<file path="config.mk">
export PLATFORM = sky130hd
export DESIGN_NAME = fetch_sequencer
export DESIGN_NICKNAME = d
export VERILOG_FILES = /design/src/rtl/fetch_pkg.sv /design/src/rtl/fetch_skid_buf.sv /design/src/rtl/fetch_sequencer.sv
export SDC_FILE = /design/constraint.sdc
export NUM_CORES = 1
export LEC_CHECK = 0
export BUFFER_PORTS_ARGS = -buffer_cell sky130_fd_sc_hd__buf_2
export CAP_MARGIN = 20
export CORE_UTILIZATION = 40
export CTS_CLUSTER_DIAMETER = 80
export CTS_CLUSTER_SIZE = 10
export DETAILED_ROUTE_END_ITERATION = 8
export PLACE_DENSITY = 0.64
export SETUP_SLACK_MARGIN = 0.2
export SYNTH_ARGS = -nofsm -noshare
export SYNTH_HDL_FRONTEND = slang
export SYNTH_SLANG_ARGS = --single-unit
</file>
<file path="constraint.sdc">
create_clock -name clock -period 6.22 [get_ports clock]
set_clock_uncertainty 0.2 [all_clocks]
set_input_delay 0.622 -clock clock [delete_from_list [all_inputs] [get_ports clock]]
set_output_delay 0.622 -clock clock [all_outputs]
set_load 0.05 [all_outputs]
</file>
<file path="src/rtl/fetch_pkg.sv">
// Shared types for the instruction-fetch stage: FSM states, the NOP
// encoding presented while the IF/ID register is empty, and the
// {instr, pc} pair that travels through the skid buffer and output register.
package fetch_pkg;

    typedef enum logic [1:0] {
        IDLE  = 2'd0,
        REQ   = 2'd1,
        WAIT  = 2'd2,
        FLUSH = 2'd3
    } fetch_state_t;

    localparam logic [31:0] NOP_INSTR = 32'h0000_0000;

    typedef struct packed {
        logic [31:0] instr;
        logic [31:0] pc;
    } fetch_entry_t;

endpackage

</file>
<file path="src/rtl/fetch_skid_buf.sv">
// One-entry skid buffer. It catches an instruction that returns from memory
// while IF/ID is stalled and already holds a live instruction.
// Priority: clear (redirect) > load > unload. A simultaneous load and unload
// leaves the buffer full with the new entry.
module fetch_skid_buf
    import fetch_pkg::*;
(
    input  logic         clock,
    input  logic         resetn,
    input  logic         load,
    input  logic         unload,
    input  logic         clear,
    input  fetch_entry_t din,
    output logic         full,
    output fetch_entry_t dout
);

    // Occupancy flag and payload register.
    // NOTE: state is written with <= so every flop samples the pre-edge values of its peers.
    always_ff @(posedge clock or negedge resetn) begin
        if (!resetn) begin
            full <= 1'b0;
            // NOTE: the payload is reset as well so a cleared buffer never exposes X on dout.
            dout <= '{instr: NOP_INSTR, pc: 32'h0000_0000};
        end else if (clear) begin
            full <= 1'b0;
        end else if (load) begin
            full <= 1'b1;
            dout <= din;
        end else if (unload) begin
            full <= 1'b0;
        end
    end

endmodule

</file>
<file path="src/rtl/fetch_sequencer.sv">
// Instruction-fetch sequencer for the 5-stage MIPS pipeline.
// Owns the PC, runs a single-outstanding req/gnt/rvalid handshake with
// instruction memory, and presents {instr, pc, pc+4} to IF/ID. A one-entry
// skid buffer absorbs the ID stall; a redirect from ID squashes any
// wrong-path fetch still in flight.
// Optional feature: define FETCH_PERF_EN to add the perf_fetch_cnt and
// perf_squash_cnt counter outputs.
module fetch_sequencer
    import fetch_pkg::*;
#(
    parameter logic [31:0] RESET_PC = 32'h0000_0000
) (
    input  logic        clock,
    input  logic        resetn,
    input  logic        id_stall,
    input  logic        id_shouldJumpOrBranch,
    input  logic [31:0] id_jumpOrBranchPc,
    output logic        imem_req,
    output logic [31:0] imem_addr,
    input  logic        imem_gnt,
    input  logic        imem_rvalid,
    input  logic [31:0] imem_rdata,
    output logic [31:0] pc,
    output logic        if_valid,
    output logic [31:0] if_instr,
    output logic [31:0] if_pc,
    output logic [31:0] if_pc_4
`ifdef FETCH_PERF_EN
    ,
    output logic [31:0] perf_fetch_cnt,
    output logic [31:0] perf_squash_cnt
`endif
);

    fetch_state_t state;
    logic [31:0]  inflight_pc;

    logic         redirect;
    logic         granted;
    logic         rsp_live;
    logic         rsp_to_out;
    logic         out_load;
    logic         skid_load;
    logic         skid_unload;
    logic         skid_full;
    fetch_entry_t rsp_entry;
    fetch_entry_t skid_dout;
    fetch_entry_t out_src;

    assign redirect  = id_shouldJumpOrBranch;
    // Decoded from registered state only; no request while the skid is occupied.
    assign imem_req  = (state == REQ) && !skid_full;
    assign imem_addr = pc;
    assign granted   = imem_req && imem_gnt;
    assign rsp_entry = '{instr: imem_rdata, pc: inflight_pc};

    // Steer the returning word and the skid buffer toward the output register.
    // NOTE: every signal gets a value on every path, so no latch is inferred.
    always_comb begin
        rsp_live    = (state == WAIT) && imem_rvalid && !redirect;
        rsp_to_out  = rsp_live && !skid_full && (!if_valid || !id_stall);
        skid_unload = !redirect && !id_stall && skid_full;
        skid_load   = rsp_live && !rsp_to_out;
        out_load    = skid_unload || rsp_to_out;
        out_src     = skid_unload ? skid_dout : rsp_entry;
    end

    fetch_skid_buf u_skid (
        .clock  (clock),
        .resetn (resetn),
        .load   (skid_load),
        .unload (skid_unload),
        .clear  (redirect),
        .din    (rsp_entry),
        .full   (skid_full),
        .dout   (skid_dout)
    );

    // FSM, PC and IF/ID output register; a redirect overrides everything.
    always_ff @(posedge clock or negedge resetn) begin
        if (!resetn) begin
            state       <= IDLE;
            pc          <= RESET_PC;
            inflight_pc <= 32'h0000_0000;
            if_valid    <= 1'b0;
            if_instr    <= NOP_INSTR;
            if_pc       <= 32'h0000_0000;
            if_pc_4     <= 32'h0000_0000;
        end else begin
            case (state)
                IDLE: state <= REQ;
                REQ: begin
                    if (granted) begin
                        inflight_pc <= pc;
                        state       <= redirect ? FLUSH : WAIT;
                    end
                end
                WAIT: begin
                    if (imem_rvalid)   state <= REQ;
                    else if (redirect) state <= FLUSH;
                end
                // The in-flight word is dropped whenever it shows up, even in the
                // same cycle as a further redirect; waiting for another rvalid
                // there would never end.
                FLUSH: if (imem_rvalid) state <= REQ;
                default: state <= IDLE;
            endcase

            if (redirect)     pc <= id_jumpOrBranchPc;
            else if (granted) pc <= pc + 32'd4;

            if (redirect) begin
                if_valid <= 1'b0;
            end else if (out_load) begin
                if_valid <= 1'b1;
                if_instr <= out_src.instr;
                if_pc    <= out_src.pc;
                if_pc_4  <= out_src.pc + 32'd4;
            end else if (!id_stall) begin
                if_valid <= 1'b0;
            end
        end
    end

`ifdef FETCH_PERF_EN
    logic       discard_rvalid;
    logic [1:0] squash_inc;

    // An entry already accepted by ID (if_valid with no stall) is not squashed.
    assign discard_rvalid = imem_rvalid && ((state == FLUSH) || ((state == WAIT) && redirect));
    assign squash_inc     = {1'b0, discard_rvalid}
                          + {1'b0, redirect && if_valid && id_stall}
                          + {1'b0, redirect && skid_full};

    // Free-running wrapping event counters.
    always_ff @(posedge clock or negedge resetn) begin
        if (!resetn) begin
            perf_fetch_cnt  <= 32'h0000_0000;
            perf_squash_cnt <= 32'h0000_0000;
        end else begin
            if (granted) perf_fetch_cnt <= perf_fetch_cnt + 32'd1;
            perf_squash_cnt <= perf_squash_cnt + {30'd0, squash_inc};
        end
    end
`endif

endmodule

</file>
==> impl_summary.txt, run 1 <==
----------------------------------------------------
[Synthesis]
  Post-synthesis cell count ... 1,103
  Ys Warns ... 0
  Cell accounting for the most synthesized area ... sky130_fd_sc_hd__dfrtp_1
  Area share of the largest cell type after synthesis ... 52.7%
  Top cells by area, synth ... sky130_fd_sc_hd__dfrtp_1 (53%), sky130_fd_sc_hd__nand2_1 (9.9%), sky130_fd_sc_hd__mux2_2 (6.8%)
  Fraction of synthesis flops using an asynchronous set or reset pin ... 100%
  Area of the mapped netlist ... 0.0107 mm^2
  Dominant register cell in the synthesized netlist ... sky130_fd_sc_hd__dfrtp_1
  Mapped Nets ... 1,178
  Total of flip-flops plus latches after synthesis ... 226
  Synthesized area divided by synthesized cell count ... 9.72 um^2
  Number of enable-type register cells in the synthesized netlist ... 0
  Number of different library cells in the post-synthesis netlist ... 54
  Register area share after synthesis ... 52.7%

[Die]
  Die outline height ... 166 um
  Top-level I/O count ... 232
  Number of placement rows ... 59
  Core Area ... 0.0262 mm^2
  Initial cell density of the core ... 40.9%
  Die area ... 0.0275 mm^2
  Horiz. Die Dim ... 166 um

[Critical path]
  Reg-to-Reg Start ... u_skid.full
  Flop-to-flop setup slack ... 2.90 ns
  Largest fanout on the critical path ... 9
  Crit. End Element ... register
  Setup Crit Path Kind ... register to register
  R2r endpoint ... if_pc_4[24]
  Critical Path Start Type ... register
  Start point of the critical path ... u_skid.full
  Data required time at the worst endpoint ... 6.45 ns
  Critical path arrival ... 3.55 ns
  Worst setup path end ... if_pc_4[24]
  R2R depth ... 9

[Timing]
  Final setup violation count ... 0
  Transition time of the tightest slew-check pin ... 0.864 ns
  Hold_ws ... 0.111 ns
  Hold Vio Cnt, Final ... 0
  Highest clock rate ... 301 MHz
  Unrepaired setup endpoints after global routing ... no
  Setup TNS ... 0 ns
  Clock period minus final worst setup slack ... 3.32 ns
  Share of the cycle needed by the critical path after routing ... 53.4%
  Worst slew margin relative to its limit ... 42.4%
  Final count of pins violating max slew ... 0
  Final critical-path setup slack ... 2.90 ns

[Clock network]
  Latest clock arrival within the worst-skew pair ... 0.52 ns
  Post-cts resize count ... 0
  Root Driver ... sky130_fd_sc_hd__clkbuf_16
  Clock transition at the register clock pins on the worst setup and hold paths after CTS ... 0.06 ns
  Clock tree from TritonCTS ... yes
  Post-CTS Setup Bufs ... 0
  Max Root-Sink Buffers ... 3
  Sinks on the clock net ... 226
  Number of buffers inserted by hold repair at cts ... 1
  Inserted Clock Buffers ... 26
  H-tree levels ... 1

[Route]
  Count of antenna-violating nets left after detailed routing ... 0
  Remaining routing DRC violations ... 15
  Detailed-route via count ... 8,502
  Avg Vias per Cell ... 5.25
  Aggregate routed wire length ... 28,200 um
  Drt wl/cell ... 17.4 um
  Count of routing violations after the opening detailed-route iteration ... 624
  Number of search-and-repair iterations in the first detailed-routing pass ... 7

[Final layout]
  Final std cells w/o fill ... 1,620
  Area occupied by multi-input gates ... 0.00455 mm^2
  Final-layout fill cell count ... 2,466
  Share of post-route cells with drive strength above 1 ... 27.1%
  Share of the core filled with cells in the final layout ... 48.3%
  Area growth from synthesis to layout ... 18.1%
  Final net count ... 1,359
  Area taken by flip-flops and latches ... 0.00566 mm^2

[Run]
  Max_cap viols ... 0

[Pwr]
  Leakage Power ... 0.00611 uW
  Power Dens Cells ... 498 mW/mm^2
  Peak supply drop ... 0.212 mV

[Global route]
  Pin count of the biggest net entering global routing ... 132
  Final global-route overflow total ... 0
  Via count of the first global-routing pass ... 8,030
  Total Routing Usage GR ... 20.5%
  Initial antenna violation count ... 2
  Global-route wire length before repair ... 45,300 um

[Placement]
  Placed wire-length estimate ... 19,700 um
  # placed instances ... 1,590
  Last weighted congestion value of the routability-driven placer ... 0.873
  Setup WS pre-CTS ... 2.64 ns
  Port Buffer Count ... 231

[Worst hold path]
  Min-delay worst type ... input pin to register
  Worst Hold Launch ... id_jumpOrBranchPc[21]

[Outcome]
  Violations in the final reports ... design-rule violations
  Outcome ... finished, violations left

----------------------------------------------------
==> metal layers <==
metal / up-vias / part of all wire [%] / global-route usage [%]
met1: 4052 / 49 / 30.7
met4: 2 / 1.5 / 4.47
met2: 275 / 44 / 30.8
met3: 35 / 6.2 / 3.80
li1: 4138 / - / -
met5: - / 0.057 / 0
==> final cells by class <==
| class | instances | area share, % |
|---|---|---|
| antenna | 1 | 0.0198 |
| clock buffer | 27 | 5.34 |
| clock inverter | 1 | 0.237 |
| inverter | 12 | 0.356 |
| multi-input combinational | 773 | 35.9 |
| sequential | 226 | 44.7 |
| tap | 335 | 3.31 |
| timing repair buffer | 245 | 10.2 |
==> synthesized netlist by cell type, drive strengths merged, types with 3 or more instances <==
library cell and count:
a21o 6, a21oi 7, a22oi 4, a31oi 40
and3 10, buf 50, clkbuf 42, dfrtp 226
ha 5, inv 12, mux2 65, mux2i 32
nand2 284, nand3 29, nand4 13, nor2 59
nor3 17, nor4 23, o21ai 85, o221ai 3
o22ai 4, o311ai 3, o31a 3, o31ai 6
or3 4, or4 3, xnor2 33, xor2 13
==> sequential cells by signal, summed over array words and instances, names as in the netlist <==
name / cells
u_skid.dout: 64
if_instr: 32
if_pc: 32
imem_addr: 32
inflight_pc: 32
if_pc_4: 30
state: 2
if_valid: 1
u_skid.full: 1
==> critical path, stage by stage, from the launching register on <==
cell,delay [ns]
sky130_fd_sc_hd__dfrtp_1,0.50
sky130_fd_sc_hd__nor3b_4,0.50
sky130_fd_sc_hd__nand2_1,0.13
sky130_fd_sc_hd__nand2_1,0.08
sky130_fd_sc_hd__ha_1,0.24
sky130_fd_sc_hd__nand2_1,0.10
sky130_fd_sc_hd__nor4_1,0.63
sky130_fd_sc_hd__o21ai_1,0.30
sky130_fd_sc_hd__o31a_1,0.35
sky130_fd_sc_hd__o31ai_1,0.19
==> worst min-delay path by stage <==
| stage | to | slack (ns) | depth (start not counted) |
|---|---|---|---|
| floorplan | if_instr[0] | 0.13 | 0 |
| global placement | if_pc[25] | 0.25 | 1 |
| detailed placement | if_pc[25] | 0.26 | 1 |
| CTS | imem_addr[27] | 0.1 | 3 |
| global route | imem_addr[28] | 0.11 | 3 |
| finish | imem_addr[21] | 0.11 | 3 |
==> metrics by stage <==
step,power [uW],instance area (um^2)
final,6310,12700
after global routing,6650,12700
after CTS,6360,12700
after detailed placement,5000,11900
after global placement,4960,11900
after floorplan,4250,10700
==> power breakdown <==
part           internal [uW]  total [uW]  switching (uW)
registers               1930        2370             442
logic                    628        2590            1960
clock network            797        1340             546
==> kinds of logic (layout without fill, tap and decap cells) <==
logic type	after synthesis	count (layout)	share of synthesized area (%)
xor gates and xnor gates	46	46	3.76
buffers and inverters	104	285	5.02
and+or+nand+nor	455	455	18.6
other	0	1	0
adders and majority gates	5	5	0.583
muxes	97	97	9.81
AOI/OAI and AO/OA	170	170	9.48
DFF	226	226	52.7
==> placed cells by master, fill, tap and decap left out, types with 3 or more instances in the layout <==
master and instances:
sky130_fd_sc_hd__o221ai_1 3, sky130_fd_sc_hd__o31ai_1 6, sky130_fd_sc_hd__inv_1 12, sky130_fd_sc_hd__a22oi_1 4
sky130_fd_sc_hd__o22ai_1 3, sky130_fd_sc_hd__a31oi_1 40, sky130_fd_sc_hd__nand4_1 13, sky130_fd_sc_hd__ha_1 5
sky130_fd_sc_hd__a21o_1 6, sky130_fd_sc_hd__buf_4 12, sky130_fd_sc_hd__mux2_2 65, sky130_fd_sc_hd__buf_2 230
sky130_fd_sc_hd__nor4_1 20, sky130_fd_sc_hd__and3_1 10, sky130_fd_sc_hd__xor2_1 13, sky130_fd_sc_hd__xnor2_1 33
sky130_fd_sc_hd__nor2_1 59, sky130_fd_sc_hd__mux2i_1 32, sky130_fd_sc_hd__or4_1 3, sky130_fd_sc_hd__nand3_1 29
sky130_fd_sc_hd__a21oi_1 7, sky130_fd_sc_hd__nor3_1 15, sky130_fd_sc_hd__clkbuf_16 27, sky130_fd_sc_hd__or3_1 3
sky130_fd_sc_hd__nand2_1 284, sky130_fd_sc_hd__o31a_1 3, sky130_fd_sc_hd__o21ai_0 83, sky130_fd_sc_hd__dfrtp_1 226
Power figures use the tool's default switching activity.
==> run 2: changes to the inputs <==
Clock period 6.22 ns to 3.5 ns, I/O delays scaled along.
==> impl_summary.txt, run 2 (synthesized netlist as in run 1, its figures left out) <==
----------------------------------------------------
[Outcome]
  Outcome ... finished, violations left
  Violations in the final reports ... design-rule violations

[Timing]
  Setup TNS ... 0 ns
  Clock period minus final worst setup slack ... 2.96 ns
  Final critical-path setup slack ... 0.536 ns
  Final setup violation count ... 0
  Hold_ws ... 0.0501 ns
  Share of the cycle needed by the critical path after routing ... 84.7%
  Highest clock rate ... 337 MHz
  Final count of pins violating max slew ... 0
  Unrepaired setup endpoints after global routing ... no
  Transition time of the tightest slew-check pin ... 0.755 ns
  Worst slew margin relative to its limit ... 49.2%
  Hold Vio Cnt, Final ... 0

[Critical path]
  Slowest-stage cell, CP ... sky130_fd_sc_hd__or4_1
  Critical path's most frequent cell ... sky130_fd_sc_hd__nand2_1
  Cells traversed along the worst timing path ... or3b_4, nand2_1, nand2_1, ha_1, nand4_1, nor4_2, nor2_1, or4_1, nand3_1
  Crit. End Element ... register
  Setup Crit Path Kind ... register to register
  Largest fanout on the critical path ... 21
  Data required time at the worst endpoint ... 3.77 ns
  Flop-to-flop setup slack ... 0.54 ns
  Critical Path Start Type ... register
  Critical path arrival ... 3.23 ns
  Maximum single-stage delay on the critical path ... 0.50 ns

[Final layout]
  Post-route cell area ... 0.0134 mm^2
  Commonest cells after routing, fill and taps aside ... sky130_fd_sc_hd__nand2_1 (284), sky130_fd_sc_hd__buf_2 (230), sky130_fd_sc_hd__dfrtp_1 (226), sky130_fd_sc_hd__o21ai_0 (83), sky130_fd_sc_hd__dlygate4sd3_1 (66)
  Area growth from synthesis to layout ... 24.8%
  Final net count ... 1,428
  Most common library cell in the layout ignoring fill and taps ... sky130_fd_sc_hd__nand2_1
  Most flops, register ... u_skid.dout
  Area occupied by multi-input gates ... 0.00456 mm^2
  Largest register FFs ... 64
  Final-layout fill cell count ... 2,420
  Share of post-route cells with drive strength above 1 ... 26.1%
  Area taken by flip-flops and latches ... 0.00566 mm^2

[Die]
  Horiz. Die Dim ... 166 um
  Initial cell density of the core ... 40.9%
  Core Area ... 0.0262 mm^2
  Number of placement rows ... 59
  Die outline height ... 166 um
  Die area ... 0.0275 mm^2
  Top-level I/O count ... 232

[Clock network]
  Sinks on the clock net ... 226
  Post-cts resize count ... 0
  Clock tree from TritonCTS ... yes
  Number of buffers inserted by hold repair at cts ... 66
  Latest clock arrival within the worst-skew pair ... 0.53 ns
  Root Driver ... sky130_fd_sc_hd__clkbuf_16
  Inserted Clock Buffers ... 26
  Max Root-Sink Buffers ... 3
  Clock transition at the register clock pins on the worst setup and hold paths after CTS ... 0.06 ns
  Post-CTS Setup Bufs ... 0
  H-tree levels ... 1

[Placement]
  Placed standard-cell area ... 0.0120 mm^2
  Port Buffer Count ... 231
  Placed wire-length estimate ... 19,600 um
  Setup WS pre-CTS ... 0.569 ns
  Last weighted congestion value of the routability-driven placer ... 0.917

[Pwr]
  Power Dens Cells ... 843 mW/mm^2
  Psw ... 5250 uW
  Peak supply drop ... 0.449 mV
  Leakage Power ... 0.00641 uW
  Power share of the combinational group ... 41.7%
  Part of the power in registers ... 36.9%
  Switching part of the total ... 46.6%
  Internal cell power ... 6020 uW
  Clock power share ... 21.3%

[Route]
  Detailed-route via count ... 8,738
  Aggregate routed wire length ... 28,300 um
  Avg Vias per Cell ... 5.17
  Number of search-and-repair iterations in the first detailed-routing pass ... 7
  Count of antenna-violating nets left after detailed routing ... 0
  Drt wl/cell ... 16.8 um
  Remaining routing DRC violations ... 24
  Count of routing violations after the opening detailed-route iteration ... 668

[Worst hold path]
  Min-delay worst type ... input pin to register

[Global route]
  Global-route wire length before repair ... 46,200 um
  Final global-route overflow total ... 0
  Total Routing Usage GR ... 20.8%
  Initial antenna violation count ... 2
  Via count of the first global-routing pass ... 8,350
  Pin count of the biggest net entering global routing ... 83

[Run]
  Max_cap viols ... 0

----------------------------------------------------
==> run 2: cell count changes in the layout (fill, tap and decap cells not counted) <==
cell | previous run | this run
sky130_fd_sc_hd__buf_12 | 1 | 3
sky130_fd_sc_hd__buf_4 | 12 | 14
sky130_fd_sc_hd__dlygate4sd3_1 | 1 | 66
sky130_fd_sc_hd__nor4_1 | 20 | 19
sky130_fd_sc_hd__nor4_4 | 1 | 2
==> run 2: per-stage QoR <==
step,total power [uW],cells,utilization (%)
2_1_floorplan,7550,1103,-
3_3_place_gp,8800,1594,45.8
3_5_place_dp,8870,1594,45.8
4_1_cts,11400,1688,51.0
5_1_grt,11900,1688,51.0
6_report,11300,1689,51.1
==> run 2: cell type report <==
type                       count  area share, %
antenna                        1         0.0187
clock buffer                  27           5.05
clock inverter                 1          0.224
inverter                      12          0.337
multi-input combinational    773           34.1
sequential                   226           42.3
tap                          335           3.13
timing repair buffer         314           14.9
==> run 2: worst max-delay path, delay by kind of cell, from the launching register on <==
kind | cells | cell delay, ns
AND/OR/NAND/NOR | 8 | 2.01
flip-flops | 1 | 0.46
adder cells (fa/ha/maj) | 1 | 0.22
==> run 2: metal layers <==
layer | global-route usage, % | wire length, um | vias to the layer above
li1 | - | - | 4250
met1 | 31.2 | 14100 | 4219
met2 | 32.2 | 12500 | 236
met3 | 2.96 | 1410 | 31
met4 | 3.94 | 316 | 2
met5 | 0 | 13 | -
==> run 2: power by group through the flow <==
stage	combinational [uW]	clock, uW	sequential, uW
floorplan	1520	0	6030
global route	5020	2580	4300
CTS	4730	2480	4160
detailed placement	4670	0	4200
global placement	4630	0	4170
finish	4700	2410	4170
==> run 2: worst paths after layout <==
kind	from	end	cells past startpoint
worst max register to register	u_skid.full	if_pc_4[30]	9
min in group asynchronous	resetn	imem_addr[18]	2
worst min-delay path	id_shouldJumpOrBranch	if_pc[3]	4
worst max-delay path	u_skid.full	if_pc_4[30]	9
max in group asynchronous	resetn	if_instr[13]	3
worst min register to register	if_pc[23]	if_pc[23]	2
==> run 3: changes to the inputs <==
Settings changed: ABC_AREA set to 1, PLACE_DENSITY 0.64 to 0.66.
Clock period 3.5 ns to 2.7 ns, I/O delays scaled along.
==> impl_summary.txt, run 3 <==
----------------------------------------------------
[Outcome]
  Outcome ... finished clean

[Synthesis]
  Area share of the largest cell type after synthesis ... 49.9%
  Number of enable-type register cells in the synthesized netlist ... 0
  List of most frequent post-synthesis cells ... sky130_fd_sc_hd__nand2_1 (399), sky130_fd_sc_hd__dfrtp_1 (226), sky130_fd_sc_hd__nor2_1 (161)
  Fraction of the mapped netlist area in adder cells ... 0.552%
  Post-synthesis cell count ... 1,380
  Fraction of synthesis flops using an asynchronous set or reset pin ... 100%
  Area fraction in compound gates after synthesis ... 8.19%
  Mux share of post-synthesis cell area ... 4.47%
  Dominant register cell in the synthesized netlist ... sky130_fd_sc_hd__dfrtp_1
  Register area share after synthesis ... 49.9%
  Cell accounting for the most synthesized area ... sky130_fd_sc_hd__dfrtp_1
  Total of flip-flops plus latches after synthesis ... 226
  Simple-gate share of the synthesized area ... 26.6%
  Mapped Nets ... 1,455
  Post-synthesis xor/xnor area fraction ... 1.78%
  Combinational family with the most area after synthesis ... simple AND/OR/NAND/NOR gates
  Number of different library cells in the post-synthesis netlist ... 33
  Synthesized area divided by synthesized cell count ... 8.21 um^2
  Most numerous cell in the Yosys netlist ... sky130_fd_sc_hd__nand2_1
  Ys Warns ... 0
  Top cells by area, synth ... sky130_fd_sc_hd__dfrtp_1 (50%), sky130_fd_sc_hd__nand2_1 (13%), sky130_fd_sc_hd__nor2_1 (5.3%)
  Area of the mapped netlist ... 0.0113 mm^2

[Die]
  Core Area ... 0.0278 mm^2
  Number of placement rows ... 61
  Top-level I/O count ... 232
  Horiz. Die Dim ... 170 um
  Die area ... 0.0290 mm^2
  Initial cell density of the core ... 40.8%
  Die outline height ... 170 um

[Timing]
  Setup TNS ... 0 ns
  Final critical-path setup slack ... 0.363 ns
  Worst slew margin relative to its limit ... 62.5%
  Clock period minus final worst setup slack ... 2.34 ns
  Transition time of the tightest slew-check pin ... 0.563 ns
  Highest clock rate ... 428 MHz
  Hold Vio Cnt, Final ... 0
  Final setup violation count ... 0
  Share of the cycle needed by the critical path after routing ... 86.6%
  Final count of pins violating max slew ... 0
  Unrepaired setup endpoints after global routing ... yes

[Global route]
  Initial antenna violation count ... 0
  Total Routing Usage GR ... 21.5%
  Via count of the first global-routing pass ... 9,503
  Global-route wire length before repair ... 49,400 um
  Final global-route overflow total ... 0
  Pin count of the biggest net entering global routing ... 91

[Route]
  Aggregate routed wire length ... 30,600 um
  Count of routing violations after the opening detailed-route iteration ... 743
  Detailed-route via count ... 9,973
  Count of antenna-violating nets left after detailed routing ... 0
  Drt wl/cell ... 15.2 um
  Number of search-and-repair iterations in the first detailed-routing pass ... 5
  Avg Vias per Cell ... 4.96
  Remaining routing DRC violations ... 0

[Critical path]
  Flop-to-flop setup slack ... 0.36 ns
  Critical Path Start Type ... register
  Largest fanout on the critical path ... 28
  Maximum single-stage delay on the critical path ... 0.45 ns
  R2R depth ... 11
  Setup Crit Path Kind ... register to register
  R2r endpoint ... if_pc_4[31]
  Data required time at the worst endpoint ... 2.91 ns
  Slowest-stage cell, CP ... sky130_fd_sc_hd__dfrtp_2
  Crit. End Element ... register
  Critical path's most frequent cell ... sky130_fd_sc_hd__nand2_1
  Critical path arrival ... 2.55 ns
  Reg-to-Reg Start ... u_skid.full
  Cells traversed along the worst timing path ... nand2_8, buf_4, nand2_1, nand2_1, nand2_1, nor2_2, nand2_1, nor2_1, nand2_1, nand2_1, nand3_1

[Final layout]
  Most flops, register ... u_skid.dout
  Commonest cells after routing, fill and taps aside ... sky130_fd_sc_hd__nand2_1 (398), sky130_fd_sc_hd__buf_2 (230), sky130_fd_sc_hd__dfrtp_1 (225), sky130_fd_sc_hd__nor2_1 (156), sky130_fd_sc_hd__inv_1 (95)
  Final-layout fill cell count ... 2,710
  Share of the core filled with cells in the final layout ... 50.7%
  Final net count ... 1,708
  Largest register FFs ... 64
  Most common library cell in the layout ignoring fill and taps ... sky130_fd_sc_hd__nand2_1
  Antenna cells ... 0
  Area growth from synthesis to layout ... 24.3%
  Share of post-route cells with drive strength above 1 ... 22.7%
  Final std cells w/o fill ... 2,011

[Placement]
  Last weighted congestion value of the routability-driven placer ... 0.926
  Setup WS pre-CTS ... 0.109 ns
  Port Buffer Count ... 231
  # placed instances ... 1,914
  Placed wire-length estimate ... 21,400 um

[Pwr]
  Leakage Power ... 0.00704 uW
  Peak supply drop ... 0.534 mV
  Power Dens Cells ... 1070 mW/mm^2

[Clock network]
  H-tree levels ... 1
  Inserted Clock Buffers ... 26
  Clock transition at the register clock pins on the worst setup and hold paths after CTS ... 0.06 ns
  Root Driver ... sky130_fd_sc_hd__clkbuf_16
  Clock tree from TritonCTS ... yes
  Max Root-Sink Buffers ... 3
  Sinks on the clock net ... 226
  Post-CTS Setup Bufs ... 0
  Latest clock arrival within the worst-skew pair ... 0.54 ns

[Worst hold path]
  Min-delay worst type ... input pin to register
  Count of cells along the worst hold path ... 4
  Worst Hold Launch ... imem_gnt
  Worst hold path endpoint ... inflight_pc[2]

[Run]
  Max_cap viols ... 0

----------------------------------------------------
## run 3: changes by cell type after synthesis, sizes merged, moves of 14 or more
| cell | before | now |
|---|---|---|
| mux2 | 65 | 45 |
| xnor2 | 33 | 0 |
| buf | 50 | 64 |
| nand2 | 284 | 408 |
| nor4 | 23 | 0 |
| mux2i | 32 | 0 |
| nand3 | 29 | 92 |
| nor2 | 59 | 182 |
| inv | 12 | 100 |
## run 3: worst max path at each step
| stage | start | end |
|---|---|---|
| 6_report | u_skid.full | if_pc_4[31] |
| 3_3_place_gp | id_shouldJumpOrBranch | if_pc_4[22] |
| 2_1_floorplan | imem_addr[2] | imem_addr[24] |
| 5_1_grt | u_skid.full | if_pc_4[20] |
| 3_5_place_dp | id_shouldJumpOrBranch | if_pc_4[20] |
| 4_1_cts | u_skid.full | if_pc_4[26] |
## run 3: logic make-up after synthesis
logic type | after synthesis
buffers and inverters | 199
adders and majority gates | 5
DFF | 226
muxes | 45
AOI/OAI and AO/OA | 163
and+or+nand+nor | 719
xor gates and xnor gates | 23
## run 3: what timing repair did
item | CTS | global route
endpoints found under the hold margin | 165 | 0
gates resized for setup | 0 | 7
endpoints found under the setup margin | 0 | 49
hold buffers | 69 | 0
## run 3: layout make-up
cell class / count / area [um^2] / area share, %
Clock inverter: 1 / 30.0 / 0.213
Tap cell: 378 / 473 / 3.36
Multi-Input combinational cell: 955 / 4750 / 33.8
Timing Repair Buffer: 322 / 2100 / 14.9
Inverter: 102 / 384 / 2.73
Sequential cell: 226 / 5660 / 40.2
Clock buffer: 27 / 676 / 4.80
## run 3: metal layers
| layer | GRT usage, % | wire (um) | part of all wire [%] | vias to the layer above |
|---|---|---|---|---|
| met3 | 2.21 | 1690 | 5.5 | 50 |
| met5 | 0 | 0 | 0 | - |
| met1 | 31.2 | 14500 | 47 | 4688 |
| met4 | 6.78 | 676 | 2.2 | 0 |
| li1 | - | - | - | 4920 |
| met2 | 33.6 | 13800 | 45 | 315 |
## run 3: power by group
part	leakage, uW	internal [uW]	total (uW)	switching (uW)
combinational	0.00384	1570	6720	5140
sequential	0.00285	4440	5200	761
clock	0.000347	1840	3150	1310
total	0.00704	7850	15100	7210
## run 3: through the flow
stage | power [uW] | hold slack, ns | instance area [um^2]
6_report | 15100 | 0.0781 | 14100
5_1_grt | 15900 | 0.122 | 14100
4_1_cts | 15200 | 0.0623 | 14100
3_5_place_dp | 11900 | 0.0852 | 12700
3_3_place_gp | 11800 | 0.0725 | 12700
2_1_floorplan | 10200 | -0.226 | 11300
## run 3: critical path: cells and delay by family (launching register included)
family	cells	cell delay [ns]
buffers and inverters	1	0.27
and+or+nand+nor	10	1.30
DFF	1	0.45
